[src/rtl/code_entry_pkg.sv]
// Shared definitions for the keypad code-entry path.
//   - Key encodings and key classification helper
//   - Code geometry (digit count, code width)
//   - Entry FSM state type
//   - STORED_MASK, the significant-bit mask of the stored code, shared with compare_codes
package code_entry_pkg;

    localparam int unsigned CODE_DIGITS = 4;
    localparam int unsigned CODE_W      = 16;

    localparam logic [3:0] KEY_CLEAR = 4'hE;
    localparam logic [3:0] KEY_ENTER = 4'hF;

    localparam logic [CODE_W-1:0] STORED_MASK = 16'hFFFF;

    typedef enum logic [1:0] {
        ST_IDLE,
        ST_ENTRY,
        ST_FULL,
        ST_SUBMIT
    } entry_state_t;

    typedef enum logic [1:0] {
        KK_DIGIT,
        KK_INVALID,
        KK_CLEAR,
        KK_ENTER
    } key_kind_t;

    function automatic key_kind_t classify_key(input logic [3:0] key);
        key_kind_t kind;
        if (key <= 4'h9) begin
            kind = KK_DIGIT;
        end else if (key == KEY_CLEAR) begin
            kind = KK_CLEAR;
        end else if (key == KEY_ENTER) begin
            kind = KK_ENTER;
        end else begin
            kind = KK_INVALID;
        end
        return kind;
    endfunction

endpackage

[src/rtl/code_entry_inactivity_timer.sv]
// Saturating inactivity timer.
//   clk     : system clock
//   clear   : synchronous clear to zero (highest priority)
//   enable  : count while high; holds otherwise
//   expired : high while enabled and the count has reached LIMIT-1
// The count stops at LIMIT-1, so it never wraps regardless of how long
// the owner leaves it enabled.
module inactivity_timer #(
    parameter int unsigned LIMIT = 1000,
    parameter int unsigned W     = 16
) (
    input  logic clk,
    input  logic clear,
    input  logic enable,
    output logic expired
);

    localparam logic [W-1:0] LAST = W'(LIMIT - 1);

    logic [W-1:0] count;

    always_ff @(posedge clk) begin
        if (clear) begin
            count <= '0;
        end else if (enable && (count != LAST)) begin
            count <= count + W'(1);
        end
    end

    assign expired = enable && (count == LAST);

endmodule

[src/rtl/code_entry.sv]
// Keypad digit accumulator feeding compare_codes.
//   clk         : system clock
//   rst         : synchronous active-high reset
//   entry_en    : downstream permit; low discards the entry and ignores keys
//   key_valid   : one-cycle key strobe
//   key_value   : 0-9 digit, A-D invalid, E clear, F enter
//   input_code  : {D3,D2,D1,D0}, most significant digit entered first
//   code_valid  : one-cycle strobe, input_code is a submitted code
//   digit_count : digits held, 0..4
//   entry_error : one-cycle strobe on a rejected key
//   timeout     : one-cycle strobe when the entry is dropped for inactivity
module code_entry
    import code_entry_pkg::*;
#(
    parameter int unsigned TIMEOUT_CYCLES = 1000,
    parameter int unsigned TMR_W          = 16
) (
    input  logic              clk,
    input  logic              rst,
    input  logic              entry_en,
    input  logic              key_valid,
    input  logic [3:0]        key_value,
    output logic [CODE_W-1:0] input_code,
    output logic              code_valid,
    output logic [2:0]        digit_count,
    output logic              entry_error,
    output logic              timeout
);

    localparam logic [2:0] FULL_COUNT = 3'(CODE_DIGITS);

    entry_state_t state;
    key_kind_t    kind;
    logic         tmr_clear;
    logic         tmr_run;
    logic         tmr_expired;

    assign kind = classify_key(key_value);

    // Any key, any discard, and the non-counting states all restart the
    // timer; it only advances with a partial or full entry held.
    assign tmr_run   = (state == ST_ENTRY) || (state == ST_FULL);
    assign tmr_clear = rst || !entry_en || key_valid || !tmr_run || tmr_expired;

    inactivity_timer #(
        .LIMIT (TIMEOUT_CYCLES),
        .W     (TMR_W)
    ) u_timer (
        .clk     (clk),
        .clear   (tmr_clear),
        .enable  (tmr_run),
        .expired (tmr_expired)
    );

    always_ff @(posedge clk) begin
        if (rst) begin
            state       <= ST_IDLE;
            input_code  <= '0;
            digit_count <= '0;
            code_valid  <= 1'b0;
            entry_error <= 1'b0;
            timeout     <= 1'b0;
        end else begin
            code_valid  <= 1'b0;
            entry_error <= 1'b0;
            timeout     <= 1'b0;

            // entry_en low discards every cycle; code_valid already raised
            // for a SUBMIT cycle still completes since it is a registered strobe.
            if (!entry_en || (state == ST_SUBMIT)) begin
                state       <= ST_IDLE;
                input_code  <= '0;
                digit_count <= '0;
            end else if (key_valid) begin
                unique case (kind)
                    KK_DIGIT: begin
                        if (state == ST_FULL) begin
                            entry_error <= 1'b1;
                        end else begin
                            input_code  <= {input_code[CODE_W-5:0], key_value};
                            digit_count <= digit_count + 3'd1;
                            state       <= (digit_count == FULL_COUNT - 3'd1) ? ST_FULL : ST_ENTRY;
                        end
                    end
                    KK_INVALID: begin
                        entry_error <= 1'b1;
                    end
                    KK_CLEAR: begin
                        state       <= ST_IDLE;
                        input_code  <= '0;
                        digit_count <= '0;
                    end
                    KK_ENTER: begin
                        if (state == ST_FULL) begin
                            state      <= ST_SUBMIT;
                            code_valid <= 1'b1;
                        end else begin
                            entry_error <= 1'b1;
                            state       <= ST_IDLE;
                            input_code  <= '0;
                            digit_count <= '0;
                        end
                    end
                    default: begin
                        entry_error <= 1'b1;
                    end
                endcase
            end else if (tmr_expired) begin
                state       <= ST_IDLE;
                input_code  <= '0;
                digit_count <= '0;
                timeout     <= 1'b1;
            end
        end
    end

endmodule

[config.mk]
export PLATFORM = sky130hd
export DESIGN_NAME = code_entry
export DESIGN_NICKNAME = d
export VERILOG_FILES = /design/src/rtl/code_entry_pkg.sv /design/src/rtl/code_entry_inactivity_timer.sv /design/src/rtl/code_entry.sv
export SDC_FILE = /design/constraint.sdc
export NUM_CORES = 1
export LEC_CHECK = 0
export CORE_ASPECT_RATIO = 2
export CORE_MARGIN = 1.5
export CORE_UTILIZATION = 52
export DETAILED_ROUTE_END_ITERATION = 8
export HOLD_SLACK_MARGIN = 0.15
export PLACE_DENSITY = 0.78
export RECOVER_POWER = 25
export SYNTH_ARGS = -nofsm -noshare
export SYNTH_HDL_FRONTEND = slang
export SYNTH_SLANG_ARGS = --single-unit
[constraint.sdc]
create_clock -name clk -period 2.35 [get_ports clk]
set_clock_uncertainty 0.05 [all_clocks]
set_input_delay 0.47 -clock clk [delete_from_list [all_inputs] [get_ports clk]]
set_output_delay 0.47 -clock clk [all_outputs]
set_load 0.01 [all_outputs]
==> results_dict.tcl, run 1 <==
set metrics [dict create \
    fillCellCount 280 \
    gr-total-overflow 0 \
    p_leak_nw 0.7651 \
    gp_congestion 0.7531 \
    cts_max_level 2 \
    grt.total_usage_pct 23.25 \
    hpwl_um 2835 \
    gr-usage-met2_pct 43.85 \
    syn_area_per_cell_um2 8.392 \
    post-route-period-util_pct 94.17 \
    rows 29 \
    path_cells "or4_1, or4_4, or2_1, buf_4, nand3_1, a21oi_1" \
    slew_viol_final 0 \
    crit_type "reg -> reg" \
    antenna_found_initial 0 \
    fp.dieH_um 85.72 \
    pin_count 30 \
    finalCriticalPeriod_ns 2.213 \
    clock.fmax_mhz 451.9 \
    hold_viol 0 \
    num-nets-final 254 \
    worstPathMaxFanout 17 \
    critPathLaunchType "flop" \
    wl_per_cell_um 14.40 \
    ys_types 32 \
    cts_setup_buffers 0 \
    synth_warnings 0 \
    finalSetupTns_ns 0 \
    die_area_um2 3803 \
    grt_pass1_wl_um 6658 \
    grt_max_degree 26 \
    grt-busiest-layer "met2" \
    endpoint_kind "flop" \
    cts_buffers 5 \
    crit_slowest_cell "or4_4" \
    use_met1_pct 22.56 \
    clkLatencyLatePin_ns 0.30 \
    cts_hold_buf 0 \
    cts-resized-gates 0 \
    clkTransAtPathRegs_ns 0.08 \
    drc 4 \
    syn_area_um2 1779 \
    diodes 0 \
    whs_ns 0.4120 \
    synth_nets 225 \
    core_um2 3229 \
    vias 1614 \
    initial_core_util_pct 55.09 \
    clkSinkCount 40 \
    slew_headroom_pct 49.03 \
    wirelength_um 3932 \
    crit_required_ns 2.45 \
    rsz0062_at_grt "no" \
    tritoncts "yes" \
    finalPower_w 0.001319 \
    cts-root-buf "clkbuf_8" \
    area_delta_synth_final_pct 23.63 \
    power.density_nw_per_um2 599.5 \
    yosysSeqAreaShare_pct 45.01 \
    clockBufferDepth 2 \
    port_buffers 29 \
    outcome "finished with violations" \
    max-vdd-ir-drop_uv 605.7 \
    worst_pin_slew_ns 0.7646 \
    max_stage_delay_ns 0.57 \
    grt_use_met3_pct 4.632 \
    drive_gt1_share_pct 7.438 \
    syn_inst 212 \
    violations "design-rule violations" \
    setup_violations 0 \
    postRouteAntennaNets 0 \
    crit_family "simple AND/OR/NAND/NOR gates" \
    grt_pass1_vias 1501 \
    die_w_um 44.36 \
    critPathBufInv 1 \
    hp-class "reg -> reg" \
    crit_arrival_ns 2.32 \
    avgViaCountPerCell 5.912 \
    drt_iter0_drc 43 \
    max-cap-violations 0 \
    ys_seq_elements 40 \
    dr.pass1.iters 6 \
]
[worst register-to-register path: stages (launching register included)]
cell     delay [ns]
dfxtp_1        0.34
or4_1          0.52
or4_4          0.57
or2_1          0.24
buf_4          0.20
nand3_1        0.10
a21oi_1        0.06
[power breakdown]
group | internal [W] | leakage, nW | switching [W] | total [W]
sequential | 0.000680 | 0.322 | 0.00000220 | 0.000683
clock | 0.000315 | 0.0552 | 0.000238 | 0.000554
combinational | 0.0000318 | 0.388 | 0.0000507 | 0.0000825
[final timing paths]
path / start / endpoint / slack [ns] / cells after the start
setup / recovery: u_timer.count[4] / digit_count[1] / 0.14 / 6
hold / removal: u_timer.count[0] / u_timer.count[0] / 0.41 / 1
setup reg to reg: u_timer.count[4] / digit_count[1] / 0.14 / 6
hold reg to reg: u_timer.count[0] / u_timer.count[0] / 0.41 / 1
[synthesized netlist by cell type, drive strengths merged]
master | instances | area, um2
o21a | 2 | 15.01
nand2 | 16 | 60.06
mux2i | 1 | 10.01
buf | 5 | 41.28
nand3 | 24 | 120.1
ha | 5 | 62.56
or3 | 3 | 18.77
a21o | 1 | 7.510
a211oi | 1 | 7.510
inv | 3 | 11.26
o21ai | 6 | 30.02
clkbuf | 9 | 37.54
dfxtp | 40 | 800.8
nor2 | 24 | 90.09
a21oi | 22 | 110.1
or4 | 3 | 26.27
nand4b | 1 | 8.760
or2 | 5 | 31.28
a2bb2oi | 1 | 8.760
o31ai | 1 | 7.510
xnor2 | 3 | 26.28
nand4 | 22 | 137.6
nand2b | 2 | 12.51
xor2 | 9 | 78.83
nor3 | 2 | 10.01
a311oi | 1 | 8.760
[layout by cell type (no fill, tap or decap), types with 9 or more instances in the layout]
cell type,instances
dlygate4sd3_1,13
nand4_1,22
nand3_1,24
dfxtp_1,40
clkdlybuf4s50_1,16
nor2_1,24
a21oi_1,22
xor2_1,9
nand2_1,16
[cells by family after synthesis]
logic type | after synthesis | share of synthesized area, %
AOI/OAI and AO/OA | 35 | 10.97
xor gates and xnor gates | 12 | 5.908
adders and majority gates | 5 | 3.516
buffers and inverters | 17 | 5.063
DFF | 40 | 45.01
muxes | 1 | 0.5626
and+or+nand+nor | 102 | 28.97
[routing by layer]
layer / wire length, um / vias up
met3: 109 / 5
met2: 2305 / 33
met4: 68 / 0
met5: 0 / -
li1: - / 808
met1: 1448 / 768
[area by class of cell]
cell class                 count  area [um2]  area share [%]
tap                           31       38.79           1.763
sequential                    40       800.8           36.40
inverter                       3       11.26          0.5119
timing repair buffer          36       352.8           16.04
clock inverter                 2       35.03           1.593
multi-input combinational    155       888.4           40.39
clock buffer                   6       72.57           3.299
[through the flow]
step / utilization, % / cell area [um2] / setup slack, ns / std cells
after floorplan: - / 1779 / 0.1830 / 212
after global placement: 64.86 / 2095 / 0.1896 / 265
after detailed placement: 64.86 / 2095 / 0.1586 / 265
after CTS: 68.19 / 2202 / 0.1522 / 273
after global routing: 68.11 / 2200 / 0.04937 / 273
final: 68.11 / 2200 / 0.1370 / 273
[state kept, by name, indices dropped and copies added (netlist names)]
register and flops:
timeout 1, digit_count 3, input_code 16, entry_error 1, state 2, u_timer.count 16
code_valid 1
(Power assumes the default switching activity.)
==> run 2, diff against run 1 <==
--- a/config.mk
+++ b/config.mk
@@ -5,6 +5,7 @@
 export SDC_FILE = /design/constraint.sdc
 export NUM_CORES = 1
 export LEC_CHECK = 0
+export CAP_MARGIN = 0
 export CORE_ASPECT_RATIO = 2
 export CORE_MARGIN = 1.5
 export CORE_UTILIZATION = 52
@@ -15,3 +16,4 @@
 export SYNTH_ARGS = -nofsm -noshare
 export SYNTH_HDL_FRONTEND = slang
 export SYNTH_SLANG_ARGS = --single-unit
+export TNS_END_PERCENT = 5
==> results of run 2 <==
No change in the layout: final DEF, timing and power equal those of run 1.
==> run 3, diff against run 2 <==
--- a/config.mk
+++ b/config.mk
@@ -13,6 +13,7 @@
 export HOLD_SLACK_MARGIN = 0.15
 export PLACE_DENSITY = 0.78
 export RECOVER_POWER = 25
+export SLEW_MARGIN = 20
 export SYNTH_ARGS = -nofsm -noshare
 export SYNTH_HDL_FRONTEND = slang
 export SYNTH_SLANG_ARGS = --single-unit
==> results of run 3 <==
No change in the layout: final DEF, timing and power equal those of run 1.
